--- src/rtl/csa_accum_ctrl.sv ---
// Multi-operand packet accumulator: folds operands into a carry-save pair,
// then ripples the carries out in an iterative resolve loop.
module csa_accum_ctrl #(
  parameter  int N     = 32,
  parameter  int CNT_W = 8,
  localparam int ACC_W = N + CNT_W
) (
  input  logic             clk,
  input  logic             rst,
  input  logic             in_valid,
  output logic             in_ready,
  input  logic [N-1:0]     in_data,
  input  logic             in_last,
  output logic             out_valid,
  input  logic             out_ready,
  output logic [ACC_W-1:0] out_sum,
  output logic [CNT_W-1:0] out_count,
  output logic             overflow,
  output logic             busy
);

  typedef enum logic [1:0] {
    IDLE,
    ACCUM,
    RESOLVE,
    DONE
  } state_e;

  localparam logic [CNT_W-1:0] MAX_OPS = '1;

  state_e             state_q, state_d;
  logic [ACC_W-1:0]   s_q, s_d;
  logic [ACC_W-1:0]   c_q, c_d;
  logic [CNT_W-1:0]   cnt_q, cnt_d;
  logic               ovf_q, ovf_d;
  logic               out_valid_q, out_valid_d;
  logic [ACC_W-1:0]   out_sum_q, out_sum_d;
  logic [CNT_W-1:0]   out_count_q, out_count_d;
  logic               overflow_q, overflow_d;

  logic [ACC_W-1:0]   x;
  logic [CNT_W-1:0]   cnt_nxt;
  logic               accept;
  logic               hit_max;
  logic               pkt_end;

  assign in_ready = !rst && (state_q == IDLE || state_q == ACCUM);
  assign busy     = (state_q != IDLE);
  assign accept   = in_valid && in_ready;
  assign x        = {{CNT_W{1'b0}}, in_data};
  assign cnt_nxt  = (state_q == IDLE) ? CNT_W'(1) : cnt_q + 1'b1;
  assign hit_max  = (cnt_nxt == MAX_OPS);
  assign pkt_end  = in_last || hit_max;

  always_comb begin
    state_d     = state_q;
    s_d         = s_q;
    c_d         = c_q;
    cnt_d       = cnt_q;
    ovf_d       = ovf_q;
    out_valid_d = out_valid_q;
    out_sum_d   = out_sum_q;
    out_count_d = out_count_q;
    overflow_d  = overflow_q;
    unique case (state_q)
      IDLE: begin
        if (accept) begin
          s_d     = x;
          c_d     = '0;
          cnt_d   = cnt_nxt;
          ovf_d   = hit_max;
          state_d = pkt_end ? RESOLVE : ACCUM;
        end
      end
      ACCUM: begin
        if (accept) begin
          s_d     = s_q ^ c_q ^ x;
          c_d     = ((s_q & c_q) | (s_q & x) | (c_q & x)) << 1;
          cnt_d   = cnt_nxt;
          ovf_d   = hit_max;
          state_d = pkt_end ? RESOLVE : ACCUM;
        end
      end
      RESOLVE: begin
        if (c_q == '0) begin
          out_sum_d   = s_q;
          out_count_d = cnt_q;
          overflow_d  = ovf_q;
          out_valid_d = 1'b1;
          state_d     = DONE;
        end else begin
          s_d = s_q ^ c_q;
          c_d = (s_q & c_q) << 1;
        end
      end
      DONE: begin
        if (out_ready) begin
          out_valid_d = 1'b0;
          s_d         = '0;
          c_d         = '0;
          cnt_d       = '0;
          ovf_d       = 1'b0;
          state_d     = IDLE;
        end
      end
      default: state_d = IDLE;
    endcase
  end

  always_ff @(posedge clk) begin
    if (rst) begin
      state_q     <= IDLE;
      s_q         <= '0;
      c_q         <= '0;
      cnt_q       <= '0;
      ovf_q       <= 1'b0;
      out_valid_q <= 1'b0;
      out_sum_q   <= '0;
      out_count_q <= '0;
      overflow_q  <= 1'b0;
    end else begin
      state_q     <= state_d;
      s_q         <= s_d;
      c_q         <= c_d;
      cnt_q       <= cnt_d;
      ovf_q       <= ovf_d;
      out_valid_q <= out_valid_d;
      out_sum_q   <= out_sum_d;
      out_count_q <= out_count_d;
      overflow_q  <= overflow_d;
    end
  end

  assign out_valid = out_valid_q;
  assign out_sum   = out_sum_q;
  assign out_count = out_count_q;
  assign overflow  = overflow_q;

endmodule

--- config.mk ---
export PLATFORM = sky130hd
export DESIGN_NAME = csa_accum_ctrl
export DESIGN_NICKNAME = d
export VERILOG_FILES = /design/src/rtl/csa_accum_ctrl.sv
export SDC_FILE = /design/constraint.sdc
export NUM_CORES = 1
export LEC_CHECK = 0
export CAP_MARGIN = 20
export CORE_ASPECT_RATIO = 2
export CORE_MARGIN = 2
export CORE_UTILIZATION = 60
export CTS_CLUSTER_SIZE = 8
export DETAILED_ROUTE_END_ITERATION = 8
export HOLD_SLACK_MARGIN = 0.05
export PLACE_DENSITY = 0.93
export SYNTH_ARGS = -nofsm -noshare
export SYNTH_HDL_FRONTEND = slang
export SYNTH_SLANG_ARGS = --single-unit
export TNS_END_PERCENT = 1
--- constraint.sdc ---
create_clock -name clk -period 3.5 [get_ports clk]
set_clock_uncertainty 0.15 [all_clocks]
set_input_delay 0.7 -clock clk [delete_from_list [all_inputs] [get_ports clk]]
set_output_delay 0.7 -clock clk [all_outputs]
set_load 0.02 [all_outputs]
* Yosys cells after proc, flatten, opt, wreduce, memory -nomap -nowiden
Cells that the tools add are included.
** Storage, ports and cells
- Register bits :: 141
- Output and inout bits :: 52
- Logic and storage cells :: 66
** Cells by class
- Eq/ne operators :: 10
- Reduce and logical (&&, ||, !) cells :: 16
- Bitwise gates (word level) :: 7
- Multiplexer cells :: 23
- Add/sub/neg operators :: 1
** Operator list (count)
- case mux 40 bit (4 select lines) :: 2
- two-way mux 40 bit :: 7
- bitwise AND 39 x 32 -> 39 bit :: 2
- OR 39 bit :: 2
- zero test 40 bit :: 1
- bitwise XOR 40 x 32 -> 40 bit :: 1
- bitwise XOR 40 bit :: 1
- bitwise AND 39 bit :: 1
- two-way mux 8 bit :: 3
- case mux 8 bit (2 select lines) :: 1
- != test 2 bit (second input constant) :: 5
- AND reduction 3 bit :: 3
- adder 8 x 1 -> 8 bit (second input constant) :: 1
- equality test 8 bit (second input constant) :: 1
- two-way mux 2 bit :: 4
- case mux 2 bit (3 select lines) :: 1
- nonzero test 2 bit :: 3
- equality test 2 bit (second input constant) :: 2
- case mux 1 bit (2 select lines) :: 2
- AND reduction 4 bit :: 1
- two-way mux 1 bit :: 3
- equality test 2 x 1 -> 1 bit (second input constant) :: 1
- logical AND 1 bit :: 2
- zero test 2 bit :: 1
- other kinds (5) :: 6

* Longest topological paths before layout
- Depth in word-level cells :: 7
- Gate-level depth with buffers :: 9
- Mapped depth without buffers :: 7

* Worst setup path before layout
No wires, ideal clock.
- Path kind :: register -> output
- Start point :: register state_q[0]
- End point :: output port busy
- Path buffers :: 2
- Arrival time :: 1.410 ns
- Data required time :: 2.650 ns
- Path slack :: 1.240 ns
- Stages on the path, launching flop included :: 6
- Cells stage by stage :: dfxtp_1 > inv_1 > ha_1 > clkbuf_1 > clkinv_1 > clkbuf_1
** On the way
- Cells in the longest elaborated chain, start to end :: 1
** RTL lines
- from (decl) :: RTL line 31 : state_e state_q, state_d;
- from (signal assigned) :: RTL line 122 : state_q <= state_d;
- nonzero test 2 bit :: RTL line 48 : assign busy = (state_q != IDLE);
- to (decl) :: RTL line 19 : output logic busy
No other way between the ends.

* Final worst setup path
- Start point :: register state_q[1]
- End point :: output port in_ready
** On the way
- Cells in the longest elaborated chain, start to end :: 3
** RTL lines
- equality test 2 x 1 -> 1 bit or zero test 2 bit (tied branches) :: RTL line 47 : assign in_ready = !rst && (state_q == IDLE || state_q == ACCUM);
- logical OR 1 bit * :: RTL line 47
- logical AND 1 bit * :: RTL line 47
- to (decl) :: RTL line 11 : output logic in_ready,
Mark *: on every way between the ends. The rest lies on a longest branch, timed or not.

==> flow_summary.ini <==
[floorplan]
die_h_um = 159
effective_utilization_at_floorplan = 0.617
fp-row-count = 56
die_area_um2 = 13000
io_pins = 89
floorplan.core_area_um2 = 11700
die_w_um = 81.5

[detailed_routing]
avgRoutedWirePerCell_um = 19.4
drc = 0
routed-via-count = 6729
firstDrtPassIters = 6
drt.antenna.violating_nets = 0
detail_route.vias_per_cell = 6.62
wire_length_after_detailed_routing_mm = 19.7
drt_iter0_markers = 691

[grt]
antenna_found_initial = 0
grt_first_pass_wirelength_mm = 32.5
grt.total_usage = 0.317
first_global_vias = 6790
overflow = 0
largest_net_degree_at_the_start_of_global_routing = 81

[power]
total_leakage_power_nw = 3.31
report.power.total_mw = 7.37
power.ir.vdd_worst_mv = 0.667
power_density_nw_per_um2 = 842

[clock_network]
cts.clk_slew.worst_paths_ps = 70
tritoncts = built
clock_tree.root_cell = sky130_fd_sc_hd__clkbuf_16
maximum_number_of_buffers_from_clock_root_to_sink = 2
cts_buffers = 17
post-cts-setup-buffers = 0
h-tree-depth = 4
postCtsResizedCells = 0
holdBufCountCts = 0
cts_num_sinks = 140
clkLatencyLatePin_ps = 430

[job]
cap_violations = 0

[worst_setup_path]
worstSetupStartpoint = state_q[1]
crit_path_top_delay_cell = sky130_fd_sc_hd__clkdlybuf4s50_1
cp_slowest_stage_delay_ps = 540
timing.critical_path.cells = inv_1, ha_1, nor2_1, nor2_1, clkdlybuf4s50_1
timing.reg2reg.setup_slack_ps = 820
worst-endpoint-required_ps = 2650
cp-start-kind = register
r2r.worst_path.cells = 8
worst-path-max-fanout = 6
worst_setup_path_end_kind = output pin
cp_dominant_cell_by_count = sky130_fd_sc_hd__nor2_1
rr_endpoint = c_q[8]
critPathKind = register to output pin
worst_ep_arrival_time_ps = 2140
worstSetupEndpoint = in_ready
critical_path.reg2reg.startpoint = state_q[0]

[placed_design]
place.port_buffers = 88
number_of_placed_cells_counting_well_taps = 984
post_detailed_placement_half_perimeter_wirelength_mm = 12.3
finalWeightedCongestion = 0.854

[logic_synthesis]
yosys_register_bits = 140
share_of_flip_flops_with_an_asynchronous_set_or_reset_after_synthesis = 0
ys_warn_count = 0
ys_types = 52
total_standard_cell_area_after_synthesis_um2 = 7220
synth_cells = 801
synthesis.nets = 913
yosysSeqAreaShare = 0.388
syn_avg_cell_area_um2 = 9.01
number_of_flops_mapped_to_enable_cells_by_yosys = 0
postSynth.topFlopCell = sky130_fd_sc_hd__dfxtp_1

[layout]
final_common_cell = sky130_fd_sc_hd__nand2_1
fraction_of_final_layout_cells_with_drive_strength_greater_than_1 = 0.0769
commonest_non_fill_non_tap_cells_in_the_layout = sky130_fd_sc_hd__nand2_1, sky130_fd_sc_hd__dfxtp_1, sky130_fd_sc_hd__a21oi_1, sky130_fd_sc_hd__clkdlybuf4s50_1, sky130_fd_sc_hd__nor2_1
fillCellCount = 782
n_antenna_cell = 0
post-route-util = 0.748
finalNonFillerCells = 1016
area.sequential_um2 = 2800
nets = 970
multiInputGateArea_um2 = 4110
syn_to_final_growth_pct = 21.3

[timing]
worst_slew_margin_rel = 0.397
worst_pin_slew_ps = 905
timing.hold.ws_ps = 302
final.setup.tns_ps = 0
finalMaxSlewViolations = 0
final.period_utilization = 0.853
unrepaired_setup_endpoints_after_global_routing = false
timing.final.hold_violations = 0
max_freq_mhz = 335
finalCriticalPeriod_ps = 2990
setup_viol = 0

[min_path]
timing.hold.worst_path_depth = 2
type_of_the_worst_min_delay_path = register to register
min-delay-start = out_sum[25]

[status]
outcome = completed
==> synthesized netlist by cell type (2+ instances only) <==
cell type                  count  area share
sky130_fd_sc_hd__nor2_1       46       0.024
sky130_fd_sc_hd__mux2i_1       2      0.0028
sky130_fd_sc_hd__dfxtp_1     140        0.39
sky130_fd_sc_hd__ha_1         44       0.076
sky130_fd_sc_hd__a21oi_1     102       0.071
sky130_fd_sc_hd__and3_1        8      0.0069
sky130_fd_sc_hd__a31o_2        7      0.0085
sky130_fd_sc_hd__clkbuf_1     50       0.026
sky130_fd_sc_hd__nor4_2        5      0.0087
sky130_fd_sc_hd__nand4_1       3      0.0026
sky130_fd_sc_hd__fa_1         31       0.086
sky130_fd_sc_hd__a221o_1      32       0.044
sky130_fd_sc_hd__buf_2        12      0.0083
sky130_fd_sc_hd__and4_1        2      0.0024
sky130_fd_sc_hd__or3_1         3      0.0026
sky130_fd_sc_hd__nand4b_1      3      0.0036
sky130_fd_sc_hd__or4_1         2      0.0021
sky130_fd_sc_hd__a221oi_1     32       0.039
sky130_fd_sc_hd__clkinv_1      2      0.0010
sky130_fd_sc_hd__o21ai_0       4      0.0028
sky130_fd_sc_hd__nand3_1      13      0.0090
sky130_fd_sc_hd__buf_6         3      0.0047
sky130_fd_sc_hd__nand2_1     145       0.075
sky130_fd_sc_hd__a211oi_1      2      0.0021
sky130_fd_sc_hd__inv_1         6      0.0031
sky130_fd_sc_hd__nor4_1        5      0.0043
sky130_fd_sc_hd__nor3_1       35       0.024
sky130_fd_sc_hd__xor2_1        2      0.0024
sky130_fd_sc_hd__nor2b_1       3      0.0026
sky130_fd_sc_hd__o211ai_1     32       0.033
sky130_fd_sc_hd__and2_1        4      0.0035
==> how the worst min path moves through the flow <==
stage	end	slack, ps
after floorplan	overflow	280
after global placement	out_sum[3]	290
after detailed placement	out_sum[1]	300
after CTS	out_sum[1]	310
after global routing	out_count[6]	330
final	out_sum[25]	300
==> worst max-delay path: cells and delay by family, from the launching register on <==
kind / cells / cell delay (ps)
flip-flops: 1 / 450
buffers and inverters: 2 / 680
AND/OR/NAND/NOR: 2 / 350
adder cells (fa/ha/maj): 1 / 240
==> report_power, final <==
part           internal [mW]  total (mW)  switching (mW)
logic                   1.22        3.13            1.91
clock network           1.08        1.83           0.745
registers               1.93        2.42           0.491
==> sequential cells by signal (all words and copies together) (netlist names) <==
register / flops
out_sum: 40
s_q: 40
c_q: 39
cnt_q: 8
out_count: 8
state_q: 2
out_valid: 1
overflow: 1
ovf_q: 1
==> metal layers <==
metal / share of wire / vias to the layer above / GRT usage
met3: 0.066 / 92 / 0.0567
met4: 0.056 / 0 / 0.200
met1: 0.36 / 3234 / 0.371
met2: 0.52 / 360 / 0.518
li1: - / 3043 / -
met5: 0 / - / 0
==> metrics by stage <==
stage,cell area (um2),setup slack [ps]
floorplan,7220,1240
global placement,8160,697
detailed placement,8160,620
CTS,8750,549
global route,8750,412
finish,8750,514
==> area by class of cell <==
type,instances,area share
multi-input cells,586,0.469
flip-flops and latches,140,0.320
repair buffers,105,0.118
clock buffers,18,0.0502
well taps,145,0.0207
clock inverters,14,0.0183
inverters,8,0.00343
==> cells by family after synthesis <==
group	share of synthesized area
adders and majority gates	0.162
AOI/OAI and AO/OA	0.224
buffers and inverters	0.0447
xor gates and xnor gates	0.00243
and+or+nand+nor	0.174
DFF	0.388
muxes	0.00434
(Power assumes the default switching activity.)
